===== config.mk =====
export PLATFORM = sky130hd
export DESIGN_NAME = cv_7seg_x8
export DESIGN_NICKNAME = d
export VERILOG_FILES = /design/src/rtl/cv_7seg_x8.sv
export SDC_FILE = /design/constraint.sdc
export NUM_CORES = 1
export LEC_CHECK = 0
export BUFFER_PORTS_ARGS = -buffer_cell sky130_fd_sc_hd__buf_2
export CAP_MARGIN = 20
export CORE_MARGIN = 1.5
export CORE_UTILIZATION = 30
export CTS_BUF_LIST = sky130_fd_sc_hd__clkbuf_8
export CTS_CLUSTER_DIAMETER = 150
export DETAILED_ROUTE_END_ITERATION = 16
export PLACE_DENSITY_LB_ADDON = 0.05
export SYNTH_ARGS = -nofsm -noshare
export SYNTH_HDL_FRONTEND = slang
export SYNTH_SLANG_ARGS = --single-unit
export TNS_END_PERCENT = 100

===== constraint.sdc =====
create_clock -name CLK -period 2.6 [get_ports CLK]
set_input_delay 0.26 -clock CLK [delete_from_list [all_inputs] [get_ports CLK]]
set_output_delay 0.26 -clock CLK [all_outputs]
set_load 0.02 [all_outputs]

===== src/rtl/cv_7seg_x8.sv =====
// cv_7seg_x8: time-multiplexed driver for an 8-digit common-anode
// 7-segment display. A 3-bit scan index steps on each CE strobe; the
// anode/cathode registers reload every clock from the current index and
// live inputs, so the pins lag the index and the inputs by one cycle.
// All outputs are active-low. A blanked digit drives neither its anode
// nor any cathode.

module cv_7seg_x8 (
  input  logic        CLK,
  input  logic        RST,
  input  logic        CE,
  input  logic [31:0] HEX_IN,
  input  logic [7:0]  DP_IN,
  input  logic [7:0]  BLANK,
  output logic [7:0]  AN,
  output logic [7:0]  CAT
);

  logic [2:0] idx_q, idx_d;
  logic [7:0] an_q, an_d;
  logic [7:0] cat_q, cat_d;
  logic [3:0] nibble;
  logic [6:0] seg;

  // Scan index: advance on CE, wrap 7 -> 0 through natural 3-bit overflow.
  always_comb begin
    idx_d = idx_q;
    if (CE) begin
      idx_d = idx_q + 3'd1;
    end
  end

  // Pick the nibble of the digit currently being scanned.
  always_comb begin
    nibble = HEX_IN[{idx_q, 2'b00} +: 4];
  end

  // Hex glyph decode, active-high, bit order gfedcba.
  always_comb begin
    seg = 7'h00;
    case (nibble)
      4'h0: seg = 7'h3F;
      4'h1: seg = 7'h06;
      4'h2: seg = 7'h5B;
      4'h3: seg = 7'h4F;
      4'h4: seg = 7'h66;
      4'h5: seg = 7'h6D;
      4'h6: seg = 7'h7D;
      4'h7: seg = 7'h07;
      4'h8: seg = 7'h7F;
      4'h9: seg = 7'h6F;
      4'hA: seg = 7'h77;
      4'hB: seg = 7'h7C;
      4'hC: seg = 7'h39;
      4'hD: seg = 7'h5E;
      4'hE: seg = 7'h79;
      4'hF: seg = 7'h71;
      default: seg = 7'h00;
    endcase
  end

  // Next pin values: everything off for a blanked digit, else one anode low
  // and the inverted glyph plus decimal point on the cathodes.
  always_comb begin
    an_d  = 8'hFF;
    cat_d = 8'hFF;
    if (!BLANK[idx_q]) begin
      an_d  = ~(8'b1 << idx_q);
      cat_d = {~DP_IN[idx_q], ~seg};
    end
  end

  // Index and output registers; async reset forces the display dark.
  always_ff @(posedge CLK or posedge RST) begin
    if (RST) begin
      idx_q <= 3'd0;
      an_q  <= 8'hFF;
      cat_q <= 8'hFF;
    end else begin
      idx_q <= idx_d;
      an_q  <= an_d;
      cat_q <= cat_d;
    end
  end

  assign AN  = an_q;
  assign CAT = cat_q;

endmodule


### After elaboration in Yosys (flattened, before gate mapping)

Memories as Yosys holds them, arrays and structs flattened.
Index checks and enable logic that the tools add are counted.

* bits in registers: 19
* ROM bits: 112
* input port bits: 51
* output and inout port bits: 16
* memories: 1

Memories
* (name not given): words 16, width 7, read ports 1, clocked after Yosys merged registers in 0, write ports 0, line 41 `case (nibble)`

* $add $sub $neg: 1
* order comparisons: 1
* shift-type cells: 2
* muxes and demuxes: 6
* bitwise logic cells: 3

Operators with widths (number)
* 32-bit by 6-bit indexed part select with 4-bit output: 1
* 8-bit 2-to-1 mux: 2
* 8-bit inverter: 1
* 1-bit by 3-bit << shifter with 8-bit output, first input constant: 1
* 7-bit inverter: 1
* 1-bit binary-select mux with 3-bit select: 2
* 3-bit by 4-bit < comparator with 1-bit output, second input constant: 1
* 3-bit by 1-bit adder with 3-bit output, second input constant: 1
* 1-bit 2-to-1 mux: 2
* 1-bit inverter: 1

### Depth between registers and ports, before layout

Gate-level depths: netlist of run 1.

* depth after elaboration: 4
* depth in mapped cells: 11
* gate-level depth less buffers: 9

### Least setup slack after synthesis of run 1

No wires, ideal clock.

* path kind: reg2reg
* start: reg idx_q[1]
* end: reg cat_q[0], in the netlist CAT[0]
* library setup time: 0.089 ns
* data arrival time: 2.087 ns
* required time: 2.511 ns
* path slack: 0.425 ns
* cell stages (with the launch flop): 9
* buffers on the path: 2
* cells stage by stage: dfrtp_1 > buf_6 > buf_12 > mux4_2 > mux2i_4 > inv_1 > ha_1 > nor4_1 > o31ai_2

* longest elaborated chain between the ends: 4
* elaborated cells on any way between the ends: 6
* those cells by class: shift (1); mux (3); bitwise (1); memory (1)

Ends and longest elaborated chain
* from (decl): line 19 `logic [2:0] idx_q, idx_d;`
* from (signal assigned): line 80 `idx_q <= idx_d;`
* 32-bit by 6-bit indexed part select with 4-bit output: line 35 `nibble = HEX_IN[{idx_q, 2'b00} +: 4];`
* memory 16 x 7 bit
* 7-bit inverter: line 69 `cat_d = {~DP_IN[idx_q], ~seg};`
* 8-bit 2-to-1 mux (*): line 67 `if (!BLANK[idx_q]) begin`
* via cat_d[0]: line 21 `logic [7:0] cat_q, cat_d;`
* to (signal assigned): line 82 `cat_q <= cat_d;`
* to (decl): line 21

Mark *: on every way through the listed nets, which the timed path passes. The rest lies on a longest branch. The select of a mux whose other input is x is not followed.
A chain may end at the register's enable or synchronous reset.

### Worst setup path after layout of run 1

Ends and elaborated chain as after synthesis.

==> flow_summary.yaml, run 1 <==
floorplanning:
  dieWidth_um: 72.5
  die-height_um: 72.5
  coreArea_um2: 4690
  initial_utilization_pct: 30.9
  boundaryPins: 67
  fp.dieArea_um2: 5260
  std_cell_rows: 25
critical_path:
  cp_max_fo: 9
  timing.critical_path.arrival_ps: 2510
  r2r.worst_path.cells: 7
  crit_path_start_kind: "flop"
  timing.critical_path.cells: "mux4_1, nand2_1, and2_1, inv_2, ha_1, nor4_1, o31ai_2"
  crit_start: "idx_q[1]$_DFFE_PP0P_"
  critical-path-max-stage-delay_ps: 590
  crit_buf_inv: 1
  crit_path_end_kind: "flop"
  setup.worst_path.class: "reg -> reg"
  reg_to_reg_start: "idx_q[1]$_DFFE_PP0P_"
  worstPathRequired_ps: 2770
  kind_of_cell_adding_the_most_delay_to_the_critical_path: "simple AND/OR/NAND/NOR gates"
  crit_slowest_cell: "sky130_fd_sc_hd__mux4_1"
  path_depth: 7
  reg2reg_setup_slack_ps: 260
  worst_r2r_endpoint: "CAT[0]$_DFF_PP1_"
pwr:
  total_power_w: 0.00237
  max-vdd-ir-drop_mv: 0.391
  leakage_power_nw: 0.869
  power_density_nw_per_um2: 1280
clocking:
  tritoncts.num_buffers: 3
  cts.reportedPaths.clkPinSlew_ps: 70
  cts_resized: 0
  post_cts_buffers: 0
  clock_insertion_delay_worst_skew_ps: 250
  clock_tree.buffer_depth: 2
  cts.hold.buffers_added: 0
  cts-root-buf: "sky130_fd_sc_hd__clkbuf_8"
  tritoncts_num_sinks: 19
  htree_levels: 1
  cts_tree: "built"
logic_synthesis:
  yosys.area.top_type: "sky130_fd_sc_hd__dfstp_2"
  synth-seq-area-share_pct: 34.2
  syn_inst: 124
  ys.warnings.count: 0
  synth_top_cells_by_area: "sky130_fd_sc_hd__dfstp_2, sky130_fd_sc_hd__mux4_2, sky130_fd_sc_hd__ha_1"
  synth-seq-cells: 19
  yosysUniqueCellTypes: 35
  post_synth_top_area_share_pct: 29.0
  syn_area_um2: 1450
  postSynthAreaPerCell_um2: 11.7
  postSynthNetCount: 187
grt:
  number_of_antenna_violations_at_the_first_check_in_global_routing: 0
  grt_usage_pct: 13.6
  grt_max_degree: 20
  grt_pass1_vias: 1230
  grt_pass1_wl_mm: 5.51
  grt.overflow.total: 0
sta:
  final_period_minus_worst_setup_slack_ps: 2340
  tns_ps: 0
  max_clock_freq_ghz: 0.427
  finalHoldViolations: 0
  relSlewSlack_pct: 55.3
  setup-violations-final: 0
  worstMarginPinSlew_ps: 670
  timing_max_transition_violations_final: 0
  final.setup_skew_ps: 2.59
  timing.final.crit_share_pct: 90.1
  setup_repair_after_global_routing_missed_its_margin: "no"
  hold_slack_ps: 100
routing:
  antenna_violating_nets_post_route: 0
  highest_layer: "met4"
  dr_total_vias: 1167
  wirelength_mm: 3.34
  wl_met1_mm: 1.41
  post_drt_via_cell_ratio: 4.76
  detailroute.wirelength.met2_mm: 1.75
  drt-wirelength-per-cell_um: 13.6
  number_of_iterations_in_the_first_detailed_routing_pass: 4
  dr_wl_met3_um: 158
  drcViolationCount: 0
  drt_iter0_markers: 60
placed_design:
  dp.final_hpwl_mm: 2.88
  placedCellCount: 241
  number_of_input_and_output_port_buffers_inserted: 66
  gpl.final_weighted_congestion: 0.857
layout:
  layout.cells.non_filler: 245
  n_antenna_cell: 0
  syn2layout_area_growth_pct: 27.3
  finalCoreUtilization_pct: 39.3
  fraction_of_layout_cells_with_a_size_suffix_above_1_pct: 56.5
  nets_finish: 255
flow_run:
  max_cap_violations: 0
run_status:
  outcome: "finished, final reports clean"
worst_hold_path:
  holdCritPathClass: "in -> async"
## metrics by stage
stage	setup slack [ps]	area, um2
after floorplan	425	1450
after global placement	305	1800
after detailed placement	254	1800
after CTS	234	1840
after global routing	65.8	1840
final	256	1840
## cells by family (layout without fill, tap and decap cells)
group,Yosys count,after routing,share of synthesized area [%]
AOI/OAI and AO/OA,21,21,10.9
xor gates and xnor gates,1,1,0.605
adders and majority gates,12,12,10.4
buffers and inverters,14,81,6.91
DFF,19,19,34.2
muxes,22,22,25.3
and+or+nand+nor,35,35,11.7
## how the worst max path moves through the flow
stage | endpoint
after floorplan | CAT[0]$_DFF_PP1_
after global placement | CAT[0]$_DFF_PP1_
after detailed placement | CAT[0]$_DFF_PP1_
after CTS | CAT[0]$_DFF_PP1_
after global routing | CAT[0]$_DFF_PP1_
final | CAT[0]$_DFF_PP1_
## registers in the layout, summed over array words and instances, names as in the netlist
register,flops
idx_q,3
CAT,8
AN,8
## routing by layer
| layer | global-route usage, % | vias up |
|---|---|---|
| met3 | 2.22 | 2 |
| li1 | - | 580 |
| met5 | 0 | - |
| met1 | 15.9 | 542 |
| met4 | 4.82 | 0 |
| met2 | 25.0 | 43 |
## cells in the mapped netlist, drive strengths merged
cell    number
ha          12
nor4         1
a211o        1
nor2b        2
and2         4
o221ai       3
a22o         2
nand3        4
a22oi        3
xor2         1
dfstp       16
buf          6
o21ai        3
nor2         3
nand2       20
o311ai       1
inv          8
dfrtp        3
nor3         1
o31ai        1
o211ai       1
mux2         1
mux2i       12
a21oi        6
mux4         9
## placed cells by master, fill, tap and decap left out, drive strengths merged, types with 3 or more instances in the layout
cell type	n
mux2i	12
inv	9
a21oi	6
mux4	9
nand3	4
ha	12
and2	4
o221ai	3
nor2	3
nand2	20
clkbuf	3
buf	69
dfstp	16
a22oi	3
o21ai	3
dfrtp	3
## area by class of cell
| class | instances | area (um2) |
|---|---|---|
| fillers | 475 | 2850 |
| clock inverters | 1 | 3.75 |
| multi-input cells | 91 | 853 |
| repair buffers | 69 | 353 |
| flip-flops and latches | 19 | 495 |
| well taps | 54 | 67.6 |
| inverters | 8 | 30.0 |
| clock buffers | 3 | 41.3 |
## report_power, final
| group | switching [W] | leakage, nW | total [W] | internal, W |
|---|---|---|---|---|
| logic | 0.000898 | 0.639 | 0.00160 | 0.000700 |
| clock network | 0.0000879 | 0.0269 | 0.000193 | 0.000105 |
| registers | 0.000100 | 0.203 | 0.000575 | 0.000475 |
| total | 0.00109 | 0.869 | 0.00237 | 0.00128 |
Power figures use the tool's default switching activity.
==> run 2: changes to the inputs <==
==> constraint.sdc (replaced) <==
create_clock -name CLK -period 2.05 [get_ports CLK]
set_input_delay 0.205 -clock CLK [delete_from_list [all_inputs] [get_ports CLK]]
set_output_delay 0.205 -clock CLK [all_outputs]
set_load 0.02 [all_outputs]
==> run 2 against run 1 <==
Against the previous run:
- critical path depth decreased by 1
- register-to-register slack worse by 180 ps
- sequential share of layout area shrank 0.76 points
- count of clock-buffer cells in the layout stayed put
- worst hold slack worse by 43 ps
- utilization rose by 1.3 points
- clock skew down 1.7 ps
- routed wire length decreased by 2.6%
- via count up 1.9%
- maximum frequency grew 19%
- critical path type unchanged
==> flow_summary.yaml, run 2 (synthesis gave the netlist of run 1 again) <==
critical_path:
  critical_path.most_common_cell: "sky130_fd_sc_hd__a21oi_1"
  worstPathRequired_ps: 2220
  r2r.worst_path.cells: 6
  critical-path-max-stage-delay_ps: 560
  timing.critical_path.arrival_ps: 2140
  crit_path_end_kind: "flop"
  crit_path_start_kind: "flop"
  setup.worst_path.class: "reg -> reg"
  timing.critical_path.cells: "mux4_2, mux2i_4, ha_1, a21oi_1, a21oi_1, a22oi_2"
  crit_slowest_cell: "sky130_fd_sc_hd__mux4_2"
  cp_max_fo: 6
grt:
  grt_pass1_vias: 1225
  grt_max_degree: 20
  grt_pass1_wl_mm: 5.36
  grt.overflow.total: 0
  grt_util_met2_pct: 24.2
  use_met1_pct: 15.6
  grt_usage_pct: 13.1
  number_of_antenna_violations_at_the_first_check_in_global_routing: 0
  gr-usage-met3_pct: 2.08
  busiest_layer: "met2"
routing:
  drt_iter0_markers: 58
  dr_total_vias: 1189
  number_of_iterations_in_the_first_detailed_routing_pass: 4
  drt-wirelength-per-cell_um: 13.0
  drcViolationCount: 0
  antenna_violating_nets_post_route: 0
  wirelength_mm: 3.25
  post_drt_via_cell_ratio: 4.74
floorplanning:
  initial_utilization_pct: 30.9
  boundaryPins: 67
  coreArea_um2: 4690
  die-height_um: 72.5
  fp.dieArea_um2: 5260
  std_cell_rows: 25
  dieWidth_um: 72.5
placed_design:
  gpl.final_weighted_congestion: 0.788
  number_of_input_and_output_port_buffers_inserted: 66
  dp.final_hpwl_mm: 2.82
pwr:
  power_density_nw_per_um2: 1640
  pwr-share-clk_pct: 7.8
  pwr-share-seq_pct: 22.2
  sw_frac_of_total_pct: 44.7
  switching_power_w: 0.00140
  comb_power_share_pct: 70.0
  max-vdd-ir-drop_mv: 0.539
  leakage_power_nw: 0.895
  power.internal_w: 0.00173
sta:
  tns_ps: 0
  worstMarginPinSlew_ps: 692
  hold_slack_ps: 57.3
  setup_repair_after_global_routing_missed_its_margin: "yes"
  setup-violations-final: 0
  timing_max_transition_violations_final: 0
  final.setup_skew_ps: 0.861
  final_period_minus_worst_setup_slack_ps: 1970
  finalHoldViolations: 0
  relSlewSlack_pct: 53.8
  max_clock_freq_ghz: 0.507
  timing.final.crit_share_pct: 96.2
run_status:
  outcome: "finished, final reports clean"
clocking:
  cts_tree: "built"
  clock_insertion_delay_worst_skew_ps: 250
  cts.hold.buffers_added: 0
  clock_tree.buffer_depth: 2
  tritoncts.num_buffers: 3
  cts.reportedPaths.clkPinSlew_ps: 70
  tritoncts_num_sinks: 19
  cts-root-buf: "sky130_fd_sc_hd__clkbuf_8"
  htree_levels: 1
layout:
  fraction_of_layout_cells_with_a_size_suffix_above_1_pct: 60.4
  n_antenna_cell: 0
  nets_finish: 261
  syn2layout_area_growth_pct: 31.3
  layout.cells.most_common_list: "sky130_fd_sc_hd__buf_2, sky130_fd_sc_hd__nand2_1, sky130_fd_sc_hd__dfstp_2, sky130_fd_sc_hd__mux2i_1, sky130_fd_sc_hd__ha_1"
  commonest_non_fill_non_tap_cell_in_the_layout: "sky130_fd_sc_hd__buf_2"
worst_hold_path:
  holdCritPathClass: "in -> async"
flow_run:
  max_cap_violations: 0
[run 2: critical path: cells and delay by family, from the launching register on]
kind | cells | cell delay, ps
compound gates | 3 | 350
fa+ha+maj | 1 | 290
flops | 1 | 450
mux | 2 | 800
[run 2: cell type report]
class	instances	area [um2]
Sequential cell	19	497
Timing Repair Buffer	75	398
Multi-Input combinational cell	91	866
Clock inverter	1	3.75
Clock buffer	3	41.3
Inverter	8	30.0
Fill cell	478	2790
Tap cell	54	67.6
[run 2: worst paths after layout]
path | startpoint | end | slack, ps
setup / recovery | idx_q[1]$_DFFE_PP0P_ | CAT[3]$_DFF_PP1_ | 80
hold / removal | RST | idx_q[2]$_DFFE_PP0P_ | 60
setup reg to reg | idx_q[1]$_DFFE_PP0P_ | CAT[3]$_DFF_PP1_ | 80
hold reg to reg | idx_q[0]$_DFFE_PP0P_ | idx_q[0]$_DFFE_PP0P_ | 820
max in group asynchronous | RST | idx_q[1]$_DFFE_PP0P_ | 1510
min in group CLK | CE | idx_q[2]$_DFFE_PP0P_ | 210
[run 2: repair_timing]
item | in CTS | in global routing
setup buffers | 0 | 1
gates resized for setup | 2 | 3
setup endpoints to repair | 7 | 5
hold endpoints to repair | 0 | 0
[run 2: stage by stage]
step	worst slack [ps]	util [%]	power, W	std cells	instance area (um2)
after floorplan	9.38	-	0.00243	124	1460
after detailed placement	-97.2	39.3	0.00286	246	1840
after global routing	-24.9	40.6	0.00340	251	1900
after global placement	-7.46	39.3	0.00285	246	1840
final	77.0	40.6	0.00313	251	1900
after CTS	2.39	40.3	0.00312	250	1890
[run 2: power by group through the flow]
stage	registers (W)	clock network, W	logic [W]
after detailed placement	0.000702	0	0.00216
final	0.000693	0.000245	0.00219
after CTS	0.000698	0.000254	0.00217
after global placement	0.000694	0	0.00215
after floorplan	0.000823	0	0.00160
after global routing	0.000718	0.000268	0.00241
[run 2: per-layer routing]
metal / wire [um] / part of all wire [%] / up-vias
met4: 19 / 0.58 / 0
li1: - / - / 595
met1: 1440 / 44 / 549
met5: 0 / 0 / -
met2: 1610 / 49 / 43
met3: 183 / 5.6 / 2
==> run 3: changes to the inputs <==
--- a/config.mk
+++ b/config.mk
@@ -13,6 +13,7 @@
 export CTS_CLUSTER_DIAMETER = 150
 export DETAILED_ROUTE_END_ITERATION = 16
 export PLACE_DENSITY_LB_ADDON = 0.05
+export RECOVER_POWER = 50
 export SYNTH_ARGS = -nofsm -noshare
 export SYNTH_HDL_FRONTEND = slang
 export SYNTH_SLANG_ARGS = --single-unit
==> constraint.sdc (replaced) <==
create_clock -name CLK -period 2.06 [get_ports CLK]
set_input_delay 0.206 -clock CLK [delete_from_list [all_inputs] [get_ports CLK]]
set_output_delay 0.206 -clock CLK [all_outputs]
set_load 0.02 [all_outputs]
==> run 3 against run 2 <==
Against the previous run:
- via count rose by 1.7%
- die area did not move
- clock skew rose by 1.8 ps
- worst hold slack got worse by 9.3 ps
==> flow_summary.yaml, run 3 (synthesis gave the netlist of run 1 again) <==
worst_hold_path:
  holdCritPathClass: "in -> async"
layout:
  syn2layout_area_growth_pct: 32.6
  fill_cells: 483
  finalCoreUtilization_pct: 40.9
  layout.cells.most_common_list: "sky130_fd_sc_hd__buf_2, sky130_fd_sc_hd__nand2_1, sky130_fd_sc_hd__dfstp_2, sky130_fd_sc_hd__mux2i_1"
  nets_finish: 262
  commonest_non_fill_non_tap_cell_in_the_layout: "sky130_fd_sc_hd__buf_2"
  fraction_of_layout_cells_with_a_size_suffix_above_1_pct: 58.6
  n_antenna_cell: 0
clocking:
  clock_insertion_delay_worst_skew_ps: 250
  cts.hold.buffers_added: 0
  tritoncts_num_sinks: 19
  cts.reportedPaths.clkPinSlew_ps: 60
  cts_tree: "built"
  tritoncts.num_buffers: 3
  cts-root-buf: "sky130_fd_sc_hd__clkbuf_8"
  htree_levels: 1
  clock_tree.buffer_depth: 2
sta:
  final_period_minus_worst_setup_slack_ps: 2000
  max_clock_freq_ghz: 0.501
  final.setup_skew_ps: 2.69
  hold_slack_ps: 48.0
  finalHoldViolations: 0
  worstMarginPinSlew_ps: 666
  relSlewSlack_pct: 55.5
  setup-violations-final: 0
  timing.final.crit_share_pct: 96.9
  tns_ps: 0
  timing_max_transition_violations_final: 0
  setup_repair_after_global_routing_missed_its_margin: "yes"
critical_path:
  crit_slowest_cell: "sky130_fd_sc_hd__mux4_2"
  crit_path_end_kind: "flop"
  critical-path-max-stage-delay_ps: 560
  timing.critical_path.arrival_ps: 2170
  setup.worst_path.class: "reg -> reg"
  worstPathRequired_ps: 2230
  critical_path.most_common_cell: "sky130_fd_sc_hd__a21oi_1"
  cp_max_fo: 6
  timing.critical_path.cells: "mux4_2, mux2i_4, ha_1, a21oi_1, a21oi_1, a22oi_2"
  crit_path_start_kind: "flop"
placed_design:
  dp.final_hpwl_mm: 2.78
  number_of_input_and_output_port_buffers_inserted: 66
  gpl.final_weighted_congestion: 0.788
pwr:
  leakage_power_nw: 0.892
  power_density_nw_per_um2: 1640
  max-vdd-ir-drop_mv: 0.445
  total_power_w: 0.00316
floorplanning:
  fp.dieArea_um2: 5260
  initial_utilization_pct: 30.9
  coreArea_um2: 4690
  dieWidth_um: 72.5
  die-height_um: 72.5
  boundaryPins: 67
  std_cell_rows: 25
grt:
  grt_usage_pct: 13.2
  grt_pass1_vias: 1244
  grt_max_degree: 20
  grt.overflow.total: 0
  number_of_antenna_violations_at_the_first_check_in_global_routing: 0
  grt_pass1_wl_mm: 5.46
routing:
  dr_total_vias: 1209
  antenna_violating_nets_post_route: 0
  drcViolationCount: 0
  number_of_iterations_in_the_first_detailed_routing_pass: 4
  post_drt_via_cell_ratio: 4.80
  drt-wirelength-per-cell_um: 12.8
  wirelength_mm: 3.23
  drt_iter0_markers: 44
run_status:
  outcome: "finished, final reports clean"
flow_run:
  max_cap_violations: 0
run 3: timing repair:
| action | 4_1_cts | 5_1_grt |
|---|---|---|
| pin swaps | 0 | 1 |
| setup endpoints to repair | 7 | 5 |
| buffers inserted | 0 | 2 |
| resized for setup | 2 | 7 |
run 3: final timing paths:
check	start	endpoint	slack, ps	cells after the start
hold / removal	RST	idx_q[2]$_DFFE_PP0P_	50	2
setup reg to reg	idx_q[1]$_DFFE_PP0P_	CAT[3]$_DFF_PP1_	60	6
hold reg to reg	idx_q[0]$_DFFE_PP0P_	idx_q[0]$_DFFE_PP0P_	800	2
min in group CLK	CE	idx_q[2]$_DFFE_PP0P_	200	2
setup / recovery	idx_q[1]$_DFFE_PP0P_	CAT[3]$_DFF_PP1_	60	6
max in group asynchronous	RST	idx_q[1]$_DFFE_PP0P_	1550	2
run 3: final cells by class:
class / instances / area (um2) / area share, %
clock buffers: 3 / 41.3 / 2.15
multi-input cells: 91 / 880 / 45.8
inverters: 8 / 30.0 / 1.56
clock inverters: 1 / 3.75 / 0.195
repair buffers: 76 / 402 / 20.9
well taps: 54 / 67.6 / 3.52
flip-flops and latches: 19 / 497 / 25.9
run 3: critical path, delay by kind of cell, from the launching register on:
family | cells | cell delay (ps)
AOI/OAI and AO/OA | 3 | 340
DFF | 1 | 450
muxes | 2 | 830
adders and majority gates | 1 | 300
run 3: stage by stage:
step | cells | setup slack (ps) | area (um2)
after floorplan | 124 | 19.4 | 1460
after global placement | 246 | 2.60 | 1840
after detailed placement | 246 | -82.9 | 1840
after CTS | 250 | 13.0 | 1890
after global routing | 252 | -24.6 | 1920
final | 252 | 64.4 | 1920
run 3: routing by layer:
metal / share of wire, % / GRT usage, % / up-vias
met3: 6.5 / 2.64 / 2
met1: 44 / 16.0 / 560
met2: 49 / 23.4 / 51
li1: - / - / 596
met5: 0 / 0 / -
met4: 0.59 / 4.40 / 0
run 3: report_power, final:
part           switching, W  internal (W)  total [W]
combinational       0.00121       0.00102    0.00223
clock              0.000107      0.000132   0.000239
sequential        0.0000829      0.000602   0.000685
